## src/rtl/ringosc_meas_ctrl.sv

```systemverilog
// Measurement sequencer for the ring-oscillator ripple counter: clear, gate the
// oscillator for gate_len clocks, let the ripple chain settle, then read 64 bits a byte at a time.
module ringosc_meas_ctrl #(
  parameter int GATE_W  = 16,
  parameter int SETTLE  = 4,
  parameter int CLR_CYC = 2
) (
  input  logic              clk,
  input  logic              rst,
  input  logic              start,
  input  logic              abort,
  input  logic [GATE_W-1:0] gate_len,
  output logic              osc_stop,
  output logic              cnt_clear,
  output logic [5:0]        cnt_shift,
  input  logic [7:0]        cnt_byte,
  output logic              busy,
  output logic              done,
  output logic              result_valid,
  output logic [63:0]       result
);

  typedef enum logic [2:0] {
    S_IDLE,
    S_CLEAR,
    S_RUN,
    S_SETTLE,
    S_READ,
    S_DONE
  } state_t;

  // One shared sequence counter covers the clear hold, settle wait and 16 read cycles.
  localparam int SEQ_MAX0 = (CLR_CYC > SETTLE) ? CLR_CYC : SETTLE;
  localparam int SEQ_MAX  = (SEQ_MAX0 > 16) ? SEQ_MAX0 : 16;
  localparam int SEQ_W    = $clog2(SEQ_MAX);

  localparam logic [SEQ_W-1:0] CLR_LAST    = SEQ_W'(CLR_CYC - 1);
  localparam logic [SEQ_W-1:0] SETTLE_LAST = SEQ_W'(SETTLE - 1);
  localparam logic [SEQ_W-1:0] READ_LAST   = SEQ_W'(15);

  state_t            state_reg;
  logic [GATE_W-1:0] gate_reg;
  logic [SEQ_W-1:0]  seq_reg;
  logic [55:0]       shadow_reg;
  logic [2:0]        slot;
  logic              abortable;

  // During READ the counter walks 0..15: bits [3:1] pick the byte slot, bit 0 is cycle A/B.
  assign slot      = seq_reg[3:1];
  assign abortable = (state_reg == S_CLEAR) || (state_reg == S_RUN) ||
                     (state_reg == S_SETTLE) || (state_reg == S_READ);

  always_ff @(posedge clk or posedge rst) begin
    if (rst) begin
      state_reg    <= S_IDLE;
      gate_reg     <= '0;
      seq_reg      <= '0;
      shadow_reg   <= '0;
      osc_stop     <= 1'b1;
      cnt_clear    <= 1'b0;
      cnt_shift    <= 6'd0;
      busy         <= 1'b0;
      done         <= 1'b0;
      result_valid <= 1'b0;
      result       <= 64'd0;
    end else begin
      done <= 1'b0;
      if (abort && abortable) begin
        state_reg <= S_IDLE;
        osc_stop  <= 1'b1;
        cnt_clear <= 1'b0;
        cnt_shift <= 6'd0;
        busy      <= 1'b0;
        seq_reg   <= '0;
      end else begin
        case (state_reg)
          S_IDLE: begin
            if (start) begin
              state_reg    <= S_CLEAR;
              gate_reg     <= gate_len;
              seq_reg      <= '0;
              cnt_clear    <= 1'b1;
              osc_stop     <= 1'b1;
              busy         <= 1'b1;
              result_valid <= 1'b0;
            end
          end

          S_CLEAR: begin
            if (seq_reg == CLR_LAST) begin
              cnt_clear <= 1'b0;
              seq_reg   <= '0;
              if (gate_reg == '0) begin
                state_reg <= S_SETTLE;
              end else begin
                // Preloading gate-1 makes the low window exactly gate_len cycles.
                state_reg <= S_RUN;
                osc_stop  <= 1'b0;
                gate_reg  <= gate_reg - GATE_W'(1);
              end
            end else begin
              seq_reg <= seq_reg + SEQ_W'(1);
            end
          end

          S_RUN: begin
            if (gate_reg == '0) begin
              state_reg <= S_SETTLE;
              osc_stop  <= 1'b1;
              seq_reg   <= '0;
            end else begin
              gate_reg <= gate_reg - GATE_W'(1);
            end
          end

          S_SETTLE: begin
            if (seq_reg == SETTLE_LAST) begin
              state_reg <= S_READ;
              seq_reg   <= '0;
              cnt_shift <= 6'd0;
            end else begin
              seq_reg <= seq_reg + SEQ_W'(1);
            end
          end

          S_READ: begin
            seq_reg <= seq_reg + SEQ_W'(1);
            if (seq_reg[0]) begin
              for (int b = 0; b < 7; b++) begin
                if (slot == 3'(b)) shadow_reg[8*b +: 8] <= cnt_byte;
              end
              if (seq_reg == READ_LAST) begin
                // The top byte goes straight into result on the commit edge.
                state_reg    <= S_DONE;
                result       <= {cnt_byte, shadow_reg};
                result_valid <= 1'b1;
                done         <= 1'b1;
                cnt_shift    <= 6'd0;
                seq_reg      <= '0;
              end else begin
                cnt_shift <= {slot + 3'd1, 3'b000};
              end
            end
          end

          S_DONE: begin
            state_reg <= S_IDLE;
            busy      <= 1'b0;
          end

          default: begin
            state_reg <= S_IDLE;
            osc_stop  <= 1'b1;
            cnt_clear <= 1'b0;
            cnt_shift <= 6'd0;
            busy      <= 1'b0;
          end
        endcase
      end
    end
  end

endmodule

```

## config.mk

```make
export PLATFORM = sky130hd
export DESIGN_NAME = ringosc_meas_ctrl
export DESIGN_NICKNAME = d
export VERILOG_FILES = /design/src/rtl/ringosc_meas_ctrl.sv
export SDC_FILE = /design/constraint.sdc
export NUM_CORES = 1
export LEC_CHECK = 0
export CORE_MARGIN = 5
export CORE_UTILIZATION = 25
export DETAILED_ROUTE_END_ITERATION = 8
export HOLD_SLACK_MARGIN = 0.12
export MAX_ROUTING_LAYER = met4
export PLACE_DENSITY = 0.52
export SLEW_MARGIN = 20
export SYNTH_ARGS = -nofsm -noshare
export SYNTH_HDL_FRONTEND = slang
export SYNTH_SLANG_ARGS = --single-unit
```

## constraint.sdc

```tcl
create_clock -name clk -period 4.75 [get_ports clk]
set_input_delay 0.95 -clock clk [delete_from_list [all_inputs] [get_ports clk]]
set_output_delay 0.95 -clock clk [all_outputs]
set_load 0.01 [all_outputs]
```

## Yosys cells after proc, flatten, opt, wreduce, memory -nomap -nowiden

Index checks and enable logic that the tools add are counted.

- $add $sub $neg: 3
- Eq/ne operators: 29
- Multiplexer cells: 45
- Bitwise logic cells: 1
- Reduce and logical (&&, ||, !) cells: 30

Operators with widths:

| cell | number |
|---|---|
| $mux 16 | 3 |
| $pmux 16 s3 | 1 |
| $reduce_and 4->1 | 9 |
| $mux 4 | 7 |
| $mux 6 | 4 |
| $mux 3 | 7 |
| $pmux 4 s5 | 1 |
| $pmux 6 s3 | 1 |
| $logic_not 16->1 | 1 |
| $mux 1 | 16 |
| $sub 16x1->16 const B | 1 |
| $eq 3x3->1 const B | 5 |
| $pmux 3 s5 | 1 |
| $eq 3x2->1 const B | 4 |
| $ne 2x1->1 const B | 6 |
| $ne 3x1->1 const B | 4 |
| $reduce_or 4->1 | 3 |
| $reduce_and 5->1 | 2 |
| $reduce_and 3->1 | 3 |
| $eq 3x1->1 const B | 2 |
| $logic_not 3->1 | 2 |
| $ne 3x3->1 const B | 2 |
| $reduce_and 6->1 | 1 |
| $reduce_bool 6->1 | 1 |
| 17 further kinds | 21 |

- Register bits after elaboration: 154
- Bits of input ports: 28
- Logic and storage cells: 125

## Longest topological paths before layout

- Depth in word-level cells: 7
- Gate-level depth with buffers: 9
- Depth with buffers taken out: 7

## Worst setup path before layout

Ideal clock, no wire load.

- Kind: input to register
- From: input abort
- To: register result[0]
- Setup time: 0.125 ns
- Arrival time: 2.281 ns
- Required time: 4.625 ns
- Setup slack: 2.344 ns
- Stages: 8
- Path buffers: 3
- Cell sequence: and2b_1 -> and3_1 -> and2_1 -> buf_2 -> nand3_2 -> buf_6 -> buf_6 -> mux2_4

- Word-level cells in the longest chain between the ends: 3

RTL lines:

| item | RTL line | RTL |
|---|---|---|
| start, declared | 11 | `input logic abort,` |
| $logic_and 1x1->1 | 68 | `if (abort && abortable) begin` |
| $not 1->1 (no line) | n/a |  |
| $reduce_and 4->1 (no line) | n/a |  |
| end signal, assigned | 135 | `result <= {cnt_byte, shadow_reg};` |
| end, declared | 20 | `output logic [63:0] result` |

No other way between the ends.
A chain may end at the register's enable or synchronous reset.

## Final worst setup path

- From: input abort
- To: register result[1]

The elaborated chain is that of the path after synthesis.

==> impl_metrics.tcl <==
set metrics [dict create \
    cp.depth 8 \
    post-place-ws_ns 1.185 \
    grt_pass1_vias 4493 \
    drv_slew 0 \
    grt_max_degree 68 \
    gp_congestion 0.8708 \
    crit_arrival_ns 3.41 \
    largest_reg_flops 64 \
    final_cell_mix "150 x dfrtp_1, 99 x clkdlybuf4s50_1, 83 x mux2_2" \
    rrSetupSlack_ns 2.06 \
    grt.overflow.total 0 \
    crit_path_max_fanout 37 \
    critPathMaxStageDelay_ns 0.46 \
    cts_root_buffer "clkbuf_16" \
    post_cts_buffers 0 \
    endpoint "result[1]" \
    post-dp-hpwl_um 11110 \
    peakVddDrop_uv 219.9 \
    p_total_w 0.003659 \
    final_common_cell "dfrtp_1" \
    cts_tree "built" \
    synth_area_per_cell_um2 13.05 \
    rr_worst_depth 6 \
    portBuffers 99 \
    synth_xor_area_share_pct 0 \
    syn_to_final_growth_pct 28.81 \
    syn_area_mm2 0.006761 \
    core_mm2 0.02680 \
    synth_top_family_by_area "multiplexers" \
    yosysWarnings 0 \
    avgViaCountPerCell 4.537 \
    ctsResizeCount 0 \
    crit_start "abort" \
    fill_cells 2647 \
    ys_seq_area_share_pct 55.90 \
    finalHoldViolCount 0 \
    rr_startpoint "state_reg[2]" \
    dieArea_mm2 0.03043 \
    timing.fmax_mhz 321.0 \
    p_per_area_mw_per_mm2 420.1 \
    hp-class "register to register" \
    synth_compound_area_share_pct 8.401 \
    clock_path_buffers 2 \
    synth_cell_type_count 56 \
    syn_inst 518 \
    layout.nets 657 \
    grt_pass1_wl_um 25720 \
    synth_top_area_share_pct 55.51 \
    ant_nets 0 \
    worstPathCellList "clkdlybuf4s50_1 > buf_4 > and2b_1 > and3_1 > and2_1 > nand3_4 > buf_12 > mux2_4" \
    synth_edf_count 0 \
    critPathBufInv 3 \
    die-width_um 174.5 \
    cts_sinks 151 \
    worstPathRequired_ns 5.05 \
    yosys.area_share.simple_pct 8.697 \
    maxCapViolCount 0 \
    cts_hold_buf 0 \
    path_delay_family "simple AND/OR/NAND/NOR gates" \
    register_area_mm2 0.003780 \
    min_period_ns 3.115 \
    min_period_over_period_pct 65.58 \
    worst_setup_path_start_kind "primary input" \
    worstSetupEndpointType "register" \
    async_flop_share_pct 100.0 \
    rsz0062_at_grt "false" \
    p_leak_nw 4.076 \
    drive_gt1_share_pct 26.38 \
    setup_violations 0 \
    antenna_found_initial 1 \
    multiInputGateArea_mm2 0.002793 \
    firstDrtPassIters 4 \
    initial_core_util_pct 25.23 \
    synthAdderAreaFrac_pct 1.665 \
    first_iter_violations 225 \
    setup_ws_ns 1.635 \
    io_pins 103 \
    relSlewSlack_pct 42.21 \
    cts_buffers 17 \
    finalSetupTns_ns 0 \
    worst_pin_slew_ns 0.8650 \
    rows 60 \
    wire_per_inst_um 16.73 \
    slowest_stage "nand3_4" \
    ys_seq_elements 151 \
    yosys.area.top_type "dfrtp_1" \
    muxShareOfSynthArea_pct 22.26 \
    synthTopCellsByArea "dfrtp_1 56%, mux2_2 14%, mux2_4 8.4%" \
    critPathKind "primary input to register" \
    fin_worst_skew_ns 0.01098 \
    grt_use_total_pct 11.01 \
    outcome "finished clean" \
    htreeDepth 4 \
    wl_um 16310 \
    vias 4424 \
    r2r-end "result[1]" \
    clk_latency_ns 0.41 \
    path_clk_slew_ns 0.07 \
    dieHeight_um 174.5 \
    drc 0 \
    synth_flop_cell "dfrtp_1" \
]
[power by group]
| part | leakage (nW) | internal [W] | switching, W |
|---|---|---|---|
| Sequential | 2.07 | 0.00140 | 0.000165 |
| Clock | 0.276 | 0.000761 | 0.000553 |
| Combinational | 1.73 | 0.000319 | 0.000462 |
| Total | 4.08 | 0.00248 | 0.00118 |
[how the worst min path moves through the flow]
stage | from | to | slack (ns) | depth (start not counted)
2_1_floorplan | shadow_reg[30] | result[30] | 0.47 | 1
3_3_place_gp | shadow_reg[42] | result[42] | 0.48 | 1
3_5_place_dp | shadow_reg[9] | result[9] | 0.48 | 1
4_1_cts | shadow_reg[9] | result[9] | 0.50 | 1
5_1_grt | shadow_reg[54] | result[54] | 0.51 | 1
6_report | shadow_reg[44] | result[44] | 0.50 | 1
[layout make-up]
| class | instances | share of cell area, % |
|---|---|---|
| Sequential cell | 151 | 43.40 |
| Timing Repair Buffer | 105 | 12.33 |
| Clock buffer | 21 | 5.287 |
| Clock inverter | 11 | 1.350 |
| Tap cell | 341 | 4.899 |
| Multi-Input combinational cell | 331 | 32.06 |
| Antenna cell | 1 | 0.02873 |
| Inverter | 14 | 0.6465 |
[through the flow]
step / std cells / hold WS (ns) / area [µm²] / util [%]
4_1_cts: 974 / 0.4997 / 8707 / 32.49
5_1_grt: 975 / 0.5059 / 8710 / 32.50
6_report: 975 / 0.4955 / 8710 / 32.50
3_3_place_gp: 942 / 0.4823 / 8129 / 30.33
2_1_floorplan: 520 / 0.4749 / 6773 / -
3_5_place_dp: 942 / 0.4840 / 8129 / 30.33
[routing by layer]
layer	routed length [µm]	global-route usage, %	share of wire, %
met2	7551	16.99	46
met4	129	2.408	0.79
met3	817	2.893	5.0
met1	7815	14.62	48
met5	0	-	0
[cell usage after synthesis (5+ instances only)]
cell type and count:
dfrtp_1 150, mux2_2 83, mux2_4 38, nand2_1 33, nor2_1 22, a21oi_1 21, o21ai_0 21, inv_1 14
ha_1 9, clkbuf_1 8, nand4_1 8, nor3_1 8, o22ai_1 8, buf_2 7, buf_6 5, nor3b_1 5
[kinds of logic (layout without fill, tap and decap cells)]
family	Yosys count	in the layout
AO/OA/AOI/OAI	87	87
flip-flops	151	151
other	1	4
AND/OR/NAND/NOR	111	111
buffers and inverters	38	151
adder cells (fa/ha/maj)	9	9
multiplexers	121	121
Power figures use the tool's default switching activity.
==> patch 1, RTL diff (same settings) <==
The parameter `CLR_CYC` goes from 2 to 8.
--- a/src/rtl/ringosc_meas_ctrl.sv
+++ b/src/rtl/ringosc_meas_ctrl.sv
@@ -4,5 +4,5 @@
   parameter int GATE_W  = 16,
   parameter int SETTLE  = 4,
-  parameter int CLR_CYC = 2
+  parameter int CLR_CYC = 8
 ) (
   input  logic              clk,
Behaviour: not the same (Yosys sat finds a counterexample within 4 cycles, from zero or initial values and one cycle with rst high).
==> patch 1 against the unedited design <==
  * Via count is 0.63% lower
  * Sequential cell count did not move
  * Combinational power is 20% lower
  * Sequential power down 3%
  * Total power shrank 5.0%
  * Highest routed layer unchanged
  * Setup slack got worse by 0.0083 ns
  * Area after synthesis shrank 2.7%
  * Global-route usage grew 0.22 points
  * Worst hold slack worse by 0.012 ns
  * Critical path depth decreased by 4
  * Final area fell by 3.1%
  * Wire length decreased by 4.2%
  * Synthesized cell count down 2.1%
  * Non-clock buffer count shrank 4
==> patch 1: results (changes against the unedited design) <==
status -> finished, final reports clean (unchanged)
DR iter-0 viols -> 266 (was 225)
Reg2Reg Setup Slack -> 2.00 ns (was 2.06 ns)
DP Area -> 7860 µm² (was 8130 µm²)
Hold EP -> result[5]$_DFFE_PP0P_ (was result[44]$_DFFE_PP0P_)
Placed Cells -> 916 (was 942)
number of vias per cell -> 4.65 (was 4.54)
Power Total -> 3.47 mW (was 3.66 mW)
Rel. slew slack -> 37.5% (was 42.2%)
adder-cell share of the synthesized area -> 1.52% (was 1.67%)
slowest CP cell -> and4_4 (was nand3_4)
WL met2 -> 7.04 mm (was 7.55 mm)
met1 WL -> 7.46 mm (was 7.82 mm)
Leakage -> 3.91 nW (was 4.08 nW)
min-delay src -> result[5]$_DFFE_PP0P_ (was shadow_reg[44]$_DFFE_PP0P_)
Layout Skew -> 0.00708 ns (was 0.0110 ns)
share of cells above drive strength 1 -> 20.6% (was 26.4%)
first-pass GRT wire length -> 25.0 mm (was 25.7 mm)
P_seq -> 1.51 mW (was 1.56 mW)
initial antenna violation count -> 0 (was 1)
gpl congestion -> 0.780 (was 0.871)
reg2reg end -> result[20]$_DFFE_PP0P_ (was result[1]$_DFFE_PP0P_)
Worst EP arrival -> 3.42 ns (was 3.41 ns)
Pint -> 2.41 mW (was 2.48 mW)
drt wl/cell -> 16.5 µm (was 16.7 µm)
final core occ -> 32.5% (about the same)
Synth cell types -> 57 (was 56)
GRT Util Overall -> 11.2% (was 11.0%)
met1 usage -> 15.6% (was 14.6%)
wire length on met3 -> 991 µm (was 817 µm)
Async SR Flop Fraction -> 100% (unchanged)
Ant. Diodes -> 0 (was 1)
Hold WS -> 0.484 ns (was 0.495 ns)
Synth top cells by count -> 150 x dfrtp_1, 81 x mux2_2, 40 x mux2_1 (was 150 x dfrtp_1, 83 x mux2_2, 38 x mux2_4)
crit path max fanout -> 66 (was 37)
final non-filler cell total -> 946 (was 975)
grt met3 use -> 3.13% (was 2.89%)
met2 GRT Util -> 16.5% (was 17.0%)
nets@finish -> 636 (was 657)
peak supply drop -> 0.000190 V (was 0.000220 V)
largest net degree at the start of global routing -> 152 (was 68)
CP peak stage delay -> 0.87 ns (was 0.46 ns)
Comb power frac -> 18.1% (was 21.3%)
post-synthesis mux area share -> 21.2% (was 22.3%)
worst slack, placed -> 1.17 ns (was 1.18 ns)
top post-synthesis cells by area -> dfrtp_1 57%, mux2_2 14%, mux2_1 6.8% (was dfrtp_1 56%, mux2_2 14%, mux2_4 8.4%)
-- patch 1: cell types whose count changed after synthesis, moves of 5 or more --
cell / change
nor2_1: +6
o22ai_1: -5
buf_2: +5
nand4_1: -7
mux2_1: +40
nor3_1: -5
mux2_4: -38
nand2_1: -13
-- patch 1: area by class of cell --
class	instances	area (µm²)
clock inverter	12	143
multi-input combinational	319	2610
fill	2599	17500
timing repair buffer	101	1020
tap	335	419
sequential	151	3780
inverter	10	41.3
clock buffer	18	429
-- patch 1: worst max path at each step --
stage          slack (ns)                      to  start  depth (start not counted)
2_1_floorplan        1.90        busy$_DFFE_PP0P_    rst                          1
3_3_place_gp         1.23  result[31]$_DFFE_PP0P_  abort                          4
3_5_place_dp         1.17  result[25]$_DFFE_PP0P_  abort                          4
4_1_cts              1.62  result[25]$_DFFE_PP0P_  abort                          4
5_1_grt              1.48  result[29]$_DFFE_PP0P_  abort                          4
6_report             1.63  result[20]$_DFFE_PP0P_  abort                          4
==> patch 2, RTL diff (same settings) <==
Without the edit above. Re-encode `state_t` (6 states) as Gray code, 3 bits wide.
--- a/src/rtl/ringosc_meas_ctrl.sv
+++ b/src/rtl/ringosc_meas_ctrl.sv
@@ -22,10 +22,10 @@
 
   typedef enum logic [2:0] {
-    S_IDLE,
-    S_CLEAR,
-    S_RUN,
-    S_SETTLE,
-    S_READ,
-    S_DONE
+    S_IDLE   = 3'b000,
+    S_CLEAR  = 3'b001,
+    S_RUN    = 3'b011,
+    S_SETTLE = 3'b010,
+    S_READ   = 3'b110,
+    S_DONE   = 3'b111
   } state_t;
 
Formal check against the unedited RTL: no difference found for any inputs over 4 cycles, from zero or initial values and one cycle with rst high; so few cycles prove little.
==> patch 2 against the unedited design <==
  * Die area decreased by 2.4%
  * Area after synthesis decreased by 2.6%
  * Register-to-register slack got worse by 0.06 ns
  * Critical endpoint is now result[30]$_DFFE_PP0P_
  * Critical path type unchanged
  * Sequential cell count unchanged
  * Setup slack improved by 0.27 ns
  * Count of clock-buffer cells in the layout decreased by 4
  * Maximum frequency increased by 9.6%
  * Largest power group unchanged
  * Total power decreased by 0.99%
  * Via count increased by 8.2%
  * Wire length increased by 3.4%
  * First-iteration DRC count increased by 36%
  * Final area decreased by 2.0%
  * Clock power increased by 9.9%
==> patch 2: results (changes against the unedited design) <==
status -> finished, final reports clean (unchanged)
Vias -> 4785 (was 4424)
Layout Skew -> 0.0160 ns (was 0.0110 ns)
Crit. Startpoint -> abort (unchanged)
worst-skew pair later-pin latency -> 0.43 ns (was 0.41 ns)
GRT Util Overall -> 12.2% (was 11.0%)
Async SR Flop Fraction -> 100% (unchanged)
number of flip-flops in the largest register -> 64 (unchanged)
Inserted Clock Buffers -> 17 (unchanged)
met2 GRT Util -> 18.4% (was 17.0%)
CTS clk-pin slew, worst paths -> 0.07 ns (about the same)
first-pass GRT wire length -> 27.5 mm (was 25.7 mm)
Worst EP arrival -> 3.20 ns (was 3.41 ns)
Leakage -> 4.15 nW (was 4.08 nW)
top post-synthesis cells by area -> dfrtp_1 57%, nand2_1 13%, mux2_2 9.6% (was dfrtp_1 56%, mux2_2 14%, mux2_4 8.4%)
sequential fraction of the synthesis area -> 57.4% (was 55.9%)
met1 usage -> 16.6% (was 14.6%)
DR iter-0 viols -> 306 (was 225)
gpl congestion -> 0.750 (was 0.871)
Synth cell types -> 53 (was 56)
hpwl dp -> 11.0 mm (was 11.1 mm)
CTS resizes -> 0 (unchanged)
largest net degree at the start of global routing -> 152 (was 68)
peak supply drop -> 0.000173 V (was 0.000220 V)
grt met3 use -> 3.04% (was 2.89%)
Reg2Reg Setup Slack -> 2.00 ns (was 2.06 ns)
DP Area -> 7910 µm² (was 8130 µm²)
initial antenna violation count -> 0 (was 1)
class of the worst hold path -> reg2reg (unchanged)
fill count -> 2693 (was 2647)
worst slack, placed -> 1.43 ns (was 1.18 ns)
Synth top cells by count -> 227 x nand2_1, 150 x dfrtp_1, 56 x mux2_2 (was 150 x dfrtp_1, 83 x mux2_2, 38 x mux2_4)
synthesized area per cell -> 10.2 µm² (was 13.1 µm²)
yosys warns -> 0 (unchanged)
Critical R2R Launch -> gate_reg[0]$_DFFE_PP0P_ (was state_reg[2]$_DFFE_PP0P_)
Final period util -> 59.8% (was 65.6%)
# port buffers -> 99 (unchanged)
reg2reg end -> gate_reg[2]$_DFFE_PP0P_ (was result[1]$_DFFE_PP0P_)
crit path max fanout -> 34 (was 37)
FP Rows -> 59 (was 60)
Reg2Reg Depth -> 7 (was 6)
nets@finish -> 777 (was 657)
adder-cell share of the synthesized area -> 1.52% (was 1.67%)
Worst-Margin Slew -> 0.838 ns (was 0.865 ns)
Ant. Diodes -> 0 (was 1)
First-pass DRT Iterations -> 5 (was 4)
htree depth -> 4 (unchanged)
Synth Flop Type -> dfrtp_1 (unchanged)
CTS root buffer -> clkbuf_16 (unchanged)
Post-Synth XOR/XNOR Area -> 0% (unchanged)
Post CTS Setup Buffer Count -> 0 (unchanged)
Placed Cells -> 1057 (was 942)
post-synthesis mux area share -> 9.88% (was 22.3%)
Setup crit end -> result[30]$_DFFE_PP0P_ (was result[1]$_DFFE_PP0P_)
vias in the first global route -> 4924 (was 4493)
Synth Area in Compound Gates -> 8.62% (was 8.40%)
Total Wirelength -> 16.9 mm (was 16.3 mm)
drt wl/cell -> 15.5 µm (was 16.7 µm)
share of cells above drive strength 1 -> 14.7% (was 26.4%)
[patch 2: area by class of cell]
| cell class | count | area (µm²) | share of cell area (%) |
|---|---|---|---|
| repair buffers | 107 | 1060 | 12.5 |
| clock inverters | 15 | 200 | 2.34 |
| multi-input cells | 448 | 2590 | 30.3 |
| well taps | 335 | 419 | 4.91 |
| flip-flops and latches | 151 | 3780 | 44.3 |
| clock buffers | 17 | 425 | 4.98 |
| inverters | 16 | 63.8 | 0.747 |
[patch 2: critical path, stage by stage]
cell	delay, ns
clkdlybuf4s50_1	0.39
buf_4	0.19
and4bb_2	0.34
and2_1	0.25
nand2_2	0.09
inv_2	0.46
buf_4	0.36
nand2_1	0.09
nand2_1	0.06
[patch 2: how the worst min path moves through the flow]
stage,cells past startpoint,start,slack [ns],endpoint
3_5_place_dp,2,shadow_reg[49]$_DFFE_PP0P_,0.45,result[49]$_DFFE_PP0P_
6_report,2,shadow_reg[13]$_DFFE_PP0P_,0.46,result[13]$_DFFE_PP0P_
3_3_place_gp,2,shadow_reg[12]$_DFFE_PP0P_,0.44,result[12]$_DFFE_PP0P_
5_1_grt,2,shadow_reg[33]$_DFFE_PP0P_,0.48,result[33]$_DFFE_PP0P_
4_1_cts,2,shadow_reg[33]$_DFFE_PP0P_,0.47,result[33]$_DFFE_PP0P_
2_1_floorplan,2,shadow_reg[0]$_DFFE_PP0P_,0.43,result[0]$_DFFE_PP0P_
[patch 2: metal layers]
metal	vias to the layer above	wire length, µm
met3	11	824
met4	0	143
met5	-	0
met2	93	7650
li1	2381	-
met1	2300	8240
[patch 2: power breakdown]
group | total [mW] | internal [mW] | switching [mW]
combinational | 0.677 | 0.283 | 0.393
clock | 1.44 | 0.809 | 0.628
sequential | 1.51 | 1.38 | 0.127
